File: config.mk
export PLATFORM = sky130hd
export DESIGN_NAME = macro_sequencer
export DESIGN_NICKNAME = d
export VERILOG_FILES = /design/src/rtl/macro_sequencer.sv
export SDC_FILE = /design/constraint.sdc
export NUM_CORES = 1
export LEC_CHECK = 0
export CAP_MARGIN = 10
export CORE_ASPECT_RATIO = 1.25
export CORE_UTILIZATION = 46
export DETAILED_ROUTE_END_ITERATION = 8
export HOLD_SLACK_MARGIN = 0.15
export PLACE_DENSITY = 0.84
export SYNTH_ARGS = -nofsm -noshare
export SYNTH_HDL_FRONTEND = slang
export SYNTH_SLANG_ARGS = --single-unit
export TNS_END_PERCENT = 1
File: constraint.sdc
create_clock -name clk -period 7.6 [get_ports clk]
set_input_delay 1.52 -clock clk [delete_from_list [all_inputs] [get_ports clk]]
set_output_delay 1.52 -clock clk [all_outputs]
set_load 0.05 [all_outputs]
File: src/rtl/macro_sequencer.sv
// macro_sequencer: expands CALL/RET/INT/RTI into PUSH/POP/JMP micro-ops,
// one per cycle, with an operand select for each. HLT freezes the
// sequencer, RESET pulses soft_rst, and all other opcodes pass through.
// Optional interrupt injection is enabled with `define MACRO_SEQ_IRQ_EN.
module macro_sequencer #(
   parameter int OPW      = 7,
   parameter int PC_WORDS = 2
) (
   input  logic           clk,
   input  logic           rst,
   input  logic           instr_valid,
   input  logic [OPW-1:0] instr_op,
   output logic           instr_ready,
   output logic           uop_valid,
   output logic [OPW-1:0] uop_op,
   output logic [2:0]     uop_sel,
   input  logic           uop_ready,
`ifdef MACRO_SEQ_IRQ_EN
   input  logic           irq,
   output logic           irq_ack,
`endif
   output logic           soft_rst,
   output logic           halted
);

   localparam logic [OPW-1:0] OP_NOP   = OPW'(7'b0000000);
   localparam logic [OPW-1:0] OP_HLT   = OPW'(7'b0000100);
   localparam logic [OPW-1:0] OP_RESET = OPW'(7'b0001000);
   localparam logic [OPW-1:0] OP_PUSH  = OPW'(7'b1000000);
   localparam logic [OPW-1:0] OP_POP   = OPW'(7'b1001000);
   localparam logic [OPW-1:0] OP_JMP   = OPW'(7'b1101100);
   localparam logic [OPW-1:0] OP_CALL  = OPW'(7'b1110000);
   localparam logic [OPW-1:0] OP_RET   = OPW'(7'b1110100);
   localparam logic [OPW-1:0] OP_INT   = OPW'(7'b1111000);
   localparam logic [OPW-1:0] OP_RTI   = OPW'(7'b1111100);

   localparam logic [2:0] SEL_REG   = 3'd0;
   localparam logic [2:0] SEL_PC_HI = 3'd1;
   localparam logic [2:0] SEL_PC_LO = 3'd2;
   localparam logic [2:0] SEL_FLAGS = 3'd3;
   localparam logic [2:0] SEL_VEC   = 3'd4;

   typedef enum logic [1:0] {ST_IDLE, ST_SEQ, ST_HALT} state_t;
   typedef enum logic [1:0] {MC_CALL, MC_RET, MC_INT, MC_RTI} macro_t;

   state_t      state_reg;
   macro_t      kind_reg;
   logic [1:0]  step_reg;

   logic           load_ok;
   logic           accept;
   logic           irq_take;
   logic           dec_macro;
   macro_t         dec_kind;
   macro_t         cur_kind;
   logic [1:0]     cur_step;
   logic [OPW+2:0] cur_entry;
   logic           cur_last;

   // Number of micro-ops in a macro; every macro carries exactly one PC_HI entry.
   function automatic logic [2:0] macro_len(input macro_t kind);
      logic [2:0] n;
      case (kind)
         MC_CALL: n = 3'd3;
         MC_RET:  n = 3'd2;
         MC_INT:  n = 3'd4;
         default: n = 3'd3;
      endcase
      return (PC_WORDS == 1) ? n - 3'd1 : n;
   endfunction

   // Table lookup {op, sel}; with one PC word the PC_HI entries are skipped.
   function automatic logic [OPW+2:0] macro_entry(input macro_t kind, input logic [1:0] step);
      logic [OPW+2:0] full [4];
      logic [2:0]     n;
      logic [2:0]     cnt;
      logic [OPW+2:0] res;
      res = {OP_NOP, SEL_REG};
      cnt = 3'd0;
      for (int i = 0; i < 4; i++) full[i] = {OP_NOP, SEL_REG};
      case (kind)
         MC_CALL: begin
            full[0] = {OP_PUSH, SEL_PC_HI}; full[1] = {OP_PUSH, SEL_PC_LO};
            full[2] = {OP_JMP, SEL_REG};    n = 3'd3;
         end
         MC_RET: begin
            full[0] = {OP_POP, SEL_PC_LO};  full[1] = {OP_POP, SEL_PC_HI};
            n = 3'd2;
         end
         MC_INT: begin
            full[0] = {OP_PUSH, SEL_FLAGS}; full[1] = {OP_PUSH, SEL_PC_HI};
            full[2] = {OP_PUSH, SEL_PC_LO}; full[3] = {OP_JMP, SEL_VEC};
            n = 3'd4;
         end
         default: begin
            full[0] = {OP_POP, SEL_PC_LO};  full[1] = {OP_POP, SEL_PC_HI};
            full[2] = {OP_POP, SEL_FLAGS};  n = 3'd3;
         end
      endcase
      for (int i = 0; i < 4; i++) begin
         if (i < int'(n) && !(PC_WORDS == 1 && full[i][2:0] == SEL_PC_HI)) begin
            if (cnt == {1'b0, step}) res = full[i];
            cnt = cnt + 3'd1;
         end
      end
      return res;
   endfunction

   assign load_ok = !uop_valid || uop_ready;

`ifdef MACRO_SEQ_IRQ_EN
   assign irq_take = (state_reg == ST_IDLE) && load_ok && irq;
`else
   assign irq_take = 1'b0;
`endif

   assign instr_ready = (state_reg == ST_IDLE) && load_ok && !irq_take;
   assign accept      = instr_valid && instr_ready;

   // Decode the incoming opcode (or an injected interrupt) and select the table entry to load.
   always_comb begin
      dec_macro = 1'b0;
      dec_kind  = MC_CALL;
      if (irq_take) begin
         dec_macro = 1'b1;
         dec_kind  = MC_INT;
      end else begin
         case (instr_op)
            OP_CALL: begin dec_macro = 1'b1; dec_kind = MC_CALL; end
            OP_RET:  begin dec_macro = 1'b1; dec_kind = MC_RET;  end
            OP_INT:  begin dec_macro = 1'b1; dec_kind = MC_INT;  end
            OP_RTI:  begin dec_macro = 1'b1; dec_kind = MC_RTI;  end
            default: dec_macro = 1'b0;
         endcase
      end
      cur_kind  = (state_reg == ST_IDLE) ? dec_kind : kind_reg;
      cur_step  = (state_reg == ST_IDLE) ? 2'd0 : step_reg;
      cur_entry = macro_entry(cur_kind, cur_step);
      cur_last  = ({1'b0, cur_step} == macro_len(cur_kind) - 3'd1);
   end

   // Sequencer FSM with registered micro-op, soft_rst and halted outputs.
   always_ff @(posedge clk or posedge rst) begin
      if (rst) begin
         state_reg <= ST_IDLE;
         kind_reg  <= MC_CALL;
         step_reg  <= 2'd0;
         uop_valid <= 1'b0;
         uop_op    <= OP_NOP;
         uop_sel   <= SEL_REG;
         soft_rst  <= 1'b0;
         halted    <= 1'b0;
`ifdef MACRO_SEQ_IRQ_EN
         irq_ack   <= 1'b0;
`endif
      end else begin
         soft_rst <= 1'b0;
`ifdef MACRO_SEQ_IRQ_EN
         irq_ack  <= irq_take;
`endif
         case (state_reg)
            ST_IDLE: begin
               if (load_ok) begin
                  if ((irq_take || accept) && dec_macro) begin
                     uop_valid           <= 1'b1;
                     {uop_op, uop_sel}   <= cur_entry;
                     kind_reg            <= dec_kind;
                     if (!cur_last) begin
                        state_reg <= ST_SEQ;
                        step_reg  <= 2'd1;
                     end
                  end else if (accept) begin
                     uop_valid <= 1'b1;
                     uop_sel   <= SEL_REG;
                     if (instr_op == OP_HLT) begin
                        uop_op    <= OP_NOP;
                        state_reg <= ST_HALT;
                        halted    <= 1'b1;
                     end else if (instr_op == OP_RESET) begin
                        uop_op   <= OP_NOP;
                        soft_rst <= 1'b1;
                     end else begin
                        uop_op <= instr_op;
                     end
                  end else begin
                     uop_valid <= 1'b0;
                  end
               end
            end
            ST_SEQ: begin
               if (load_ok) begin
                  uop_valid         <= 1'b1;
                  {uop_op, uop_sel} <= cur_entry;
                  if (cur_last) begin
                     state_reg <= ST_IDLE;
                     step_reg  <= 2'd0;
                  end else begin
                     step_reg <= step_reg + 2'd1;
                  end
               end
            end
            default: begin
               if (uop_ready) uop_valid <= 1'b0;
            end
         endcase
      end
   end

endmodule

==> impl_results.md <==
* Initial Utilization at between 40% and 50%
* CP max stage delay at 0.44 ns
* Max reg flops at 7
* Synth top area share at a little over a third
* XOR/XNOR Fraction of Synth Area at less than 1%
* Core Region at approximately 2700 sq um
* Overflow after GRT at 0
* # fillers at 230
* Mapped Cells at between 100 and 150
* Primary FF master, synth: dfrtp_1
* WHS Path Cells at 2
* Non-Filler Instances at around 200
* Share of layout cells above drive strength 1 at around 9.0%
* Gates resized, CTS repair at 0
* Crit-path leading delay family: simple AND/OR/NAND/NOR gates
* Hold Vio Cnt, Final at 0
* Clk pwr share at between 30% and 40%
* Routed wire per std cell at 15.9 um
* Clock Sinks at 19
* Register area share after synthesis at 36.0%
* Max Fclk at approximately 210 MHz
* RSZ-0062 raised after global routing: no
* Top cells by area, synth: dfrtp_1 (36%), ha_1 (7.6%), nand2_1 (6.0%)
* Power Density at 106 nW/um^2
* First-pass GRT wire length at 5330 um
* Max VDD drop at 55.5 uV
* GR Util met2 at between 40% and 50%
* Residual DRC count at 0
* Syn avg cell area at ~9.1 sq um
* Crit path from: instr_op[0]
* Post-synthesis mux area share at under 10%
* Max-slew violation count at 0
* Pint at about 130 uW
* Placed cell count at 197
* Critical path peak fanout at 10
* Clock Pin Slew Worst Setup and Hold Paths at between 0.1 and 0.15 ns
* Routed Antenna Nets at 0
* Type of the tightest min-delay check: reg2reg
* Syn nets at roughly 160
* Grt peak-use layer: met2
* Critical path arrival at just under 5 ns
* CP max stage cell: or3b_1
* Area grow syn2layout at 19.8%
* Post-synthesis compound-gate area fraction at 21.7%
* Biggest regs: uop_op: 7 flops, uop_sel: 3 flops
* Final worst path period share at 61.6%
* Critical path class: in2reg
* DRT Pass-1 Iters at 4
* Reg2Reg Depth at 12
* Biggest register: uop_op
* Routed WL at ~3200 um
* TritonCTS buffer count at 3
* Initial antenna violation count at 0
* Status: finished clean
* PortBufs at 24
* Register Area at 475 sq um
* Total Routing Usage GR at around 23%
* Part of the power in registers at roughly 60%
* GPL Wtd Cong at between 1 and 1.5
* WP data required at roughly 8 ns
* Crit path cell chain: clkdlybuf4s50_1 > or2_4 > or2_4 > o21a_2 > inv_1 > ha_1 > or3b_1 > ha_1 > a21oi_1 > mux2_2 > a311oi_1 > o22ai_1 > o31ai_2
* Critical Path End Type: flop
* Via Count at around 1200
* Vias in the first global route at 1186
* # hold bufs at CTS at 0
* Clock skew at approximately 0.0017 ns
* CP Launch Type: primary input
* Clock buffer depth at 2
* Async set-reset flop share out of synthesis at 100%
* Net count reported at finish at between 150 and 200
* Die footprint at between 3000 and 4000 sq um
* Sw Share at a little under a quarter
* Most common cell in the netlist: nand2_1
* GR Layer Usage met3 at under 10%
* Simple-gate portion of the synthesized area at approximately a quarter
* Rows at 21
* CTS tree: done
* Area taken by multi-input logic gates at between 700 and 800 sq um
* Worst path bufs/invs at 2
* Headroom to the max-slew limit at between 50% and 60%
* Post-synthesis sequential element count at 19
* Die X at between 40 and 50 um
* Die Y at between 60 and 70 um
* Largest net degree at the start of global routing at 20
* Hold path start: uop_sel[2]
* RR Startpoint: state_reg[0]
* Final HPWL DP at 2480 um
* Actual slew at the worst max-slew pin at roughly 0.73 ns
* Switching power at ~40 uW
* Power Total at 168 uW
* Synth Area in Adders at about 7.6%
* Yosys warns at 0
* Distinct cells, synth at 50
* Largest family of logic cells by synthesized area: simple AND/OR/NAND/NOR gates
* PnR worst setup slack at 2.91 ns
* WP depth at 13
* DP Worst Slack at ~2.6 ns
* IO Pins at 25
* Fin util at between 50% and 60%
* EDFF count, synth at 0
* Cell taking the most area after synthesis: dfrtp_1
* Vias per inst at 5.89
* Final setup violation count at 0
* Antenna cell count at 0
* Post-synth top cells: nand2_1 (21), dfrtp_1 (19), nor2_1 (13)
* Clk_lat worst skew at ~0.30 ns
* Total negative slack at 0 ns
* Postcts setup bufs at 0
* Gate power share at ~8.1%
* Leakage at about 0.73 nW
* Final Critical Period at 4.69 ns
* Root buf cell: clkbuf_4
* H-Tree Depth at 1
* Met1 Use GR at ~24%
* Number of max-cap violations at 0
* Post-Synthesis Cell Area at ~1300 sq um
* Violation count after the first detailed-route iteration at 35
## worst paths after layout
path | end | slack [ns]
max in group asynchronous | kind_reg[0] | 5.51
hold reg to reg | uop_sel[2] | 0.50
hold / removal | uop_sel[2] | 0.50
min in group asynchronous | halted | 1.64
setup / recovery | uop_sel[1] | 2.91
setup reg to reg | uop_sel[1] | 4.15
## layout by cell type, fill, tap and decap left out, types with 3 or more instances in the layout
cell,count
a221o_1,3
clkbuf_4,3
clkdlybuf4s50_1,24
dfrtp_1,19
ha_1,8
inv_1,6
nand2_1,21
nand3_1,6
nor2_1,13
o21ai_1,4
o21bai_1,4
or2_4,3
## power groups by stage
stage	clock network (mW)	registers, mW	logic (mW)
after floorplan	0	0.104	0.00554
after global placement	0	0.104	0.0134
after detailed placement	0	0.104	0.0137
after CTS	0.0525	0.102	0.0138
after global routing	0.0575	0.102	0.0152
final	0.0521	0.102	0.0137
## cell type report
class	instances	share of cell area [%]
multi-input cells	114	48.9
flip-flops and latches	19	30.0
repair buffers	24	15.2
well taps	34	2.69
clock buffers	3	1.42
inverters	6	1.42
clock inverters	1	0.316
## worst register-to-register path, cell delays in order (launching register included)
cell and delay [ns]:
dfrtp_1 0.49, nor2_1 0.38, nand2_1 0.10, o21a_2 0.25
inv_1 0.10, ha_1 0.35, or3b_1 0.44, ha_1 0.30
a21oi_1 0.07, mux2_2 0.32, a311oi_1 0.28, o22ai_1 0.12
o31ai_2 0.18
## metal layers
metal  part of all wire, %  routed length, um
met4                   2.3                 74
met3                   3.4                109
met1                    40               1290
met2                    54               1720
met5                     0                  0
## cell families (layout without fill, tap and decap cells)
group | count (synthesis) | in the layout
buffers and inverters | 12 | 34
AOI/OAI and AO/OA | 37 | 37
xor gates and xnor gates | 1 | 1
DFF | 19 | 19
muxes | 3 | 3
adders and majority gates | 8 | 8
and+or+nand+nor | 65 | 65
## metrics by stage
stage	hold WS, ns	cell area (sq um)
final	0.495	1580
after global routing	0.538	1580
after CTS	0.500	1580
after detailed placement	0.475	1560
after global placement	0.465	1560
after floorplan	0.458	1320
(Power assumes the default switching activity.)
==> variant 1: new RTL, config.mk and constraints unchanged <==
Build with the macro `MACRO_SEQ_IRQ_EN` defined.
--- a/src/rtl/macro_sequencer.sv
+++ b/src/rtl/macro_sequencer.sv
@@ -2,6 +2,8 @@
 // one per cycle, with an operand select for each. HLT freezes the
 // sequencer, RESET pulses soft_rst, and all other opcodes pass through.
 // Optional interrupt injection is enabled with `define MACRO_SEQ_IRQ_EN.
+`define MACRO_SEQ_IRQ_EN
+
 module macro_sequencer #(
    parameter int OPW      = 7,
    parameter int PC_WORDS = 2
Ports: changed (added irq and irq_ack); port bits go from 25 to 27. No check against the original RTL was run, so the function may have changed too.
==> variant 1 against the original RTL <==
  * Core utilization fell by 0.12 points
  * Synthesized area increased by 6.0%
  * Global-route usage fell by 1.0 points
  * Setup slack better by 0.079 ns
  * Clock power up 74%
  * Die area increased by 5.7%
  * Fmax up 1.7%
  * Wire length is 0.91% higher
  * Sequential cell count rose by 1
  * Power is 28% higher
  * Sequential share of layout area fell by 0.65 points
  * Final area increased by 7.6%
  * Register-to-register slack better by 0.26 ns
  * Worst hold slack gained 0.0035 ns
  * Highest routed layer unchanged
==> variant 1: results (changes against the original RTL) <==
[setup_path]
cp_top_family=buffers and inverters  ; was simple AND/OR/NAND/NOR gates
slowest_stage=clkdlybuf4s50_1  ; was or3b_1
arrival_ns=3.09  ; was 4.90 ns
r2r_end=step_reg[1]  ; was uop_sel[1]
max_stage_delay_ns=0.84  ; was 0.44 ns
r2r_start=state_reg[1]  ; was state_reg[0]
cp_max_fo=3  ; was 10
reg2reg_depth=12  ; unchanged
r2r_slack_ns=4.41  ; was 4.15 ns

[power_and_ir_drop]
switchingPower_w=0.0000464  ; was 0.0000399 W
peakVddDrop_mv=0.101  ; was 0.0555 mV
static-leakage-power_nw=0.710  ; was 0.732 nW

[placement]
io_buffers=26  ; was 24
dp_hpwl_um=2350  ; was 2480 um
globalplace.congestion=0.865  ; was 1.01

[synthesis]
ys.warnings.count=0  ; unchanged
yosysSeqAreaShare_pct=35.7  ; was 36.0%
synthTopCellsByArea=dfrtp_1 36%, ha_1 7.1%, nand2_1 6.7%  ; was dfrtp_1 36%, ha_1 7.6%, nand2_1 6.0%
synth_cell_types=44  ; was 50
synthTopCellsByCount=25 x nand2_1, 20 x dfrtp_1, 14 x nor2_1  ; was 21 x nand2_1, 19 x dfrtp_1, 13 x nor2_1
synthArstFlopShare_pct=100  ; unchanged
synthFlopType=dfrtp_1  ; unchanged

[cells_and_area]
reg_top3=uop_op (7), uop_sel (3)  ; unchanged
drive_gt1_share_pct=8.20  ; was 8.98%
fillers=274  ; was 230
diodes=0  ; unchanged
fin_nets=204  ; was 187

[routing]
drtIter0Drc=51  ; was 35
drt_first_pass_iters=4  ; unchanged
wl_um=3220  ; was 3190 um
viasPerCell=5.88  ; was 5.89

[clocking]
cts.repair.resized=0  ; unchanged
cts_buffer_depth=2  ; unchanged
numCtsBuffers=3  ; unchanged
cts-root-buf=clkbuf_4  ; unchanged
clkLatencyLatePin_ns=0.32  ; was 0.30 ns
cts_max_level=1  ; unchanged
postCtsSetupRepairBufs=0  ; unchanged
clk_pin_slew_worst_paths_ns=0.13  ; was 0.11 ns

[global_routing]
grt_max_degree=21  ; was 20
grt_usage_pct=21.9  ; was 22.9%
grt_pass1_vias=1214  ; was 1186
antenna_found_initial=0  ; unchanged
grt_first_pass_wirelength_um=5540  ; was 5330 um

[hold_path]
min-delay-start=uop_op[0]  ; was uop_sel[2]
whs_path_depth=2  ; unchanged
worstHoldPathType=reg2reg  ; unchanged
min_to=uop_op[0]  ; was uop_sel[2]

[run_status]
outcome=completed  ; unchanged

[timing]
tightest_slew_ns=0.756  ; was 0.731 ns
finClkSkew_ns=0.00656  ; was 0.00173 ns

[variant 1: layout make-up]
cell class,instances,share of cell area (%)
clock buffer,3,1.32
sequential,20,29.4
timing repair buffer,26,15.3
multi-input combinational,125,47.8
clock inverter,1,1.76
tap,36,2.65
inverter,8,1.76
[variant 1: worst max path at each step]
stage | start | to | slack [ns] | cells past startpoint
2_1_floorplan | irq | instr_ready | 3.46 | 1
3_3_place_gp | uop_ready | instr_ready | 3.08 | 4
3_5_place_dp | uop_ready | step_reg[1] | 3.01 | 13
4_1_cts | uop_ready | instr_ready | 3.00 | 4
5_1_grt | uop_ready | instr_ready | 2.95 | 4
6_report | uop_ready | instr_ready | 2.99 | 4
[variant 1: worst reg2reg max path, stage by stage (launching register included)]
cell and delay (ns):
dfrtp_1 0.56, nor2_8 0.24, nand3_1 0.18, inv_1 0.16, nor2_1 0.05, a31oi_1 0.39, inv_1 0.18, ha_1 0.35
a2bb2oi_1 0.27, nand4_1 0.12, nand2_1 0.16, mux2_1 0.33, o22ai_1 0.12
[variant 1: per-layer routing]
metal,track usage [%],part of all wire (%)
met5,0,0
met4,7.43,1.9
met3,2.42,5.9
met2,35.5,51
met1,29.8,42
[variant 1: cells by family after synthesis]
kind of cell / Yosys count / share of synthesized area [%]
muxes: 2 / 1.52
adders and majority gates: 8 / 7.15
DFF: 20 / 35.7
AOI/OAI and AO/OA: 44 / 22.9
xor gates and xnor gates: 1 / 0.626
buffers and inverters: 17 / 6.34
and+or+nand+nor: 68 / 25.5
other: 1 / 0.268
[variant 1: metrics by stage]
step                      area (sq um)  hold slack (ns)  setup slack, ns  power, W  instances
after floorplan                   1400            0.494             3.46  0.000116        162
after global placement            1650            0.462             3.08  0.000125        215
after detailed placement          1650            0.475             3.01  0.000125        215
after CTS                         1700            0.505             3.00  0.000215        219
after global routing              1700            0.530             2.95  0.000220        219
final                             1700            0.499             2.99  0.000214        219
[variant 1: power by group through the flow]
stage	sequential, W	clock [W]	combinational, W
after floorplan	0.000111	0	0.00000490
after global placement	0.000109	0	0.0000159
after detailed placement	0.000109	0	0.0000161
after CTS	0.000107	0.0000915	0.0000162
after global routing	0.000107	0.0000945	0.0000178
final	0.000107	0.0000909	0.0000163
==> variant 2: new RTL, same settings <==
Without the edit above. Reset style: synchronous (`rst`), changed in one clocked block.
--- a/src/rtl/macro_sequencer.sv
+++ b/src/rtl/macro_sequencer.sv
@@ -140,7 +140,7 @@
    end
 
    // Sequencer FSM with registered micro-op, soft_rst and halted outputs.
-   always_ff @(posedge clk or posedge rst) begin
+   always_ff @(posedge clk) begin
       if (rst) begin
          state_reg <= ST_IDLE;
          kind_reg  <= MC_CALL;
Behaviour: differs if rst is asserted again (counterexample within 4 cycles, from zero or initial values and one cycle with rst high); with rst held inactive, the same outputs for 4 cycles.
==> variant 2 against the original RTL <==
  * Non-clock buffer count did not move
  * First-iteration DRC count is 26% higher
  * Wire length fell by 3.1%
  * Global-route usage fell by 0.62 points
  * Via count is 6.7% higher
  * Worst hold slack lost 0.039 ns
  * Synthesized area decreased by 5.9%
  * Critical endpoint is now instr_ready
  * Setup slack worse by 0.33 ns
  * Final area down 4.9%
  * Critical path depth is 9 lower
  * Die area is 5.7% lower
  * Largest cell class unchanged
  * Sequential cell count unchanged
Power is not compared: it rests on default switching activity, and its combinational part moved more than twofold at a synthesized area within 25%.
==> variant 2: results (changes against the original RTL) <==
[cells_and_area]
fin_nets=191  ; was 187
drive_gt1_share_pct=5.20  ; was 8.98%
diodes=0  ; unchanged

[global_routing]
grt_usage_pct=22.3  ; was 22.9%
globalRouteMet1Util_pct=23.8  ; was 24.4%
met3_usage_pct=3.05  ; was 2.92%
grt_pass1_vias=1194  ; was 1186
grt_max_degree=24  ; was 20
grt_use_met2_pct=43.1  ; was 45.0%
grt_first_pass_wirelength_um=5110  ; was 5330 um

[setup_path]
arrival_ns=3.49  ; was 4.90 ns
cp_max_fo=10  ; unchanged
r2r_start=state_reg[0]  ; unchanged
crit_path_start=uop_ready  ; was instr_op[0]

[placement]
globalplace.congestion=0.910  ; was 1.01
place_ws_ns=2.63  ; was 2.62 ns
dp_hpwl_um=2380  ; was 2480 um
placed_cell_area_sq_mm=0.00148  ; was 0.00156 sq mm

[clocking]
cts_buffer_depth=2  ; unchanged
cts-root-buf=clkbuf_4  ; unchanged

[timing]
tightest_slew_ns=0.863  ; was 0.731 ns
finClkSkew_ns=0.00176  ; was 0.00173 ns
layout_setup_ws_ns=2.59  ; was 2.91 ns

[synthesis]
yosysSeqAreaShare_pct=30.6  ; was 36.0%
synthArstFlopShare_pct=0  ; was 100%
synthTopCellsByArea=dfxtp_1 31%, ha_1 6.0%, nor2_1 4.8%  ; was dfrtp_1 36%, ha_1 7.6%, nand2_1 6.0%
syn-num-nets=172  ; was 164
synthTopCellsByCount=19 x dfxtp_1, 16 x nor2_1, 11 x a21oi_1, 11 x nand2_1, 8 x inv_1  ; was 21 x nand2_1, 19 x dfrtp_1, 13 x nor2_1
synth_cell_types=46  ; was 50

[routing]
viasPerCell=6.13  ; was 5.89
post_drt_wl_per_cell_um=15.0  ; was 15.9 um
drtIter0Drc=44  ; was 35

[run_status]
outcome=completed  ; unchanged

[hold_path]
min-delay-start=halted  ; was uop_sel[2]

==> variant 2: cell count changes after synthesis, moves of 5 or more <==
cell	before	now
dfrtp_1	19	0
dfxtp_1	0	19
nand2_1	21	11
a21oi_1	2	11
clkbuf_1	0	7
nor3_1	2	7
==> variant 2: cell families after synthesis <==
kind of cell | share of synthesized area (%)
and+or+nand+nor | 27.7
AOI/OAI and AO/OA | 25.1
DFF | 30.6
buffers and inverters | 6.24
adders and majority gates | 6.04
xor gates and xnor gates | 2.82
muxes | 1.61
==> variant 2: power breakdown <==
part           switching (W)  leakage [nW]  internal (W)
combinational      0.0000287         0.376     0.0000167
clock              0.0000327        0.0177     0.0000196
sequential        0.00000216         0.155      0.000103
total              0.0000636         0.549      0.000139
==> variant 2: area by class of cell <==
class | instances | area, sq um
fill | 229 | 997
multi-input combinational | 118 | 786
sequential | 19 | 380
timing repair buffer | 24 | 240
tap | 33 | 41.3
inverter | 8 | 30.0
clock buffer | 3 | 22.5
clock inverter | 1 | 5.00
==> variant 2: worst max-delay path, stage by stage <==
cell,delay [ns]
clkdlybuf4s50_1,0.43
nor2b_1,0.68
nor2_1,0.12
clkdlybuf4s50_1,0.74
==> variant 2: routing by layer <==
| layer | vias up | routed length, um |
|---|---|---|
| met3 | 8 | 121 |
| met2 | 41 | 1590 |
| met5 | - | 0 |
| li1 | 602 | - |
| met1 | 612 | 1320 |
| met4 | 0 | 64 |
==> variant 2: worst paths after layout <==
check / slack [ns] / cells past startpoint / end
max: 2.59 / 4 / instr_ready
min: 0.46 / 2 / halted
max reg2reg: 4.96 / 9 / step_reg[0]
min reg2reg: 0.46 / 2 / halted
==> variant 2: metrics by stage <==
step / total power, W / cells
after CTS: 0.000203 / 206
after floorplan: 0.000136 / 155
after global routing: 0.000210 / 206
after detailed placement: 0.000152 / 202
final: 0.000203 / 206
after global placement: 0.000151 / 202
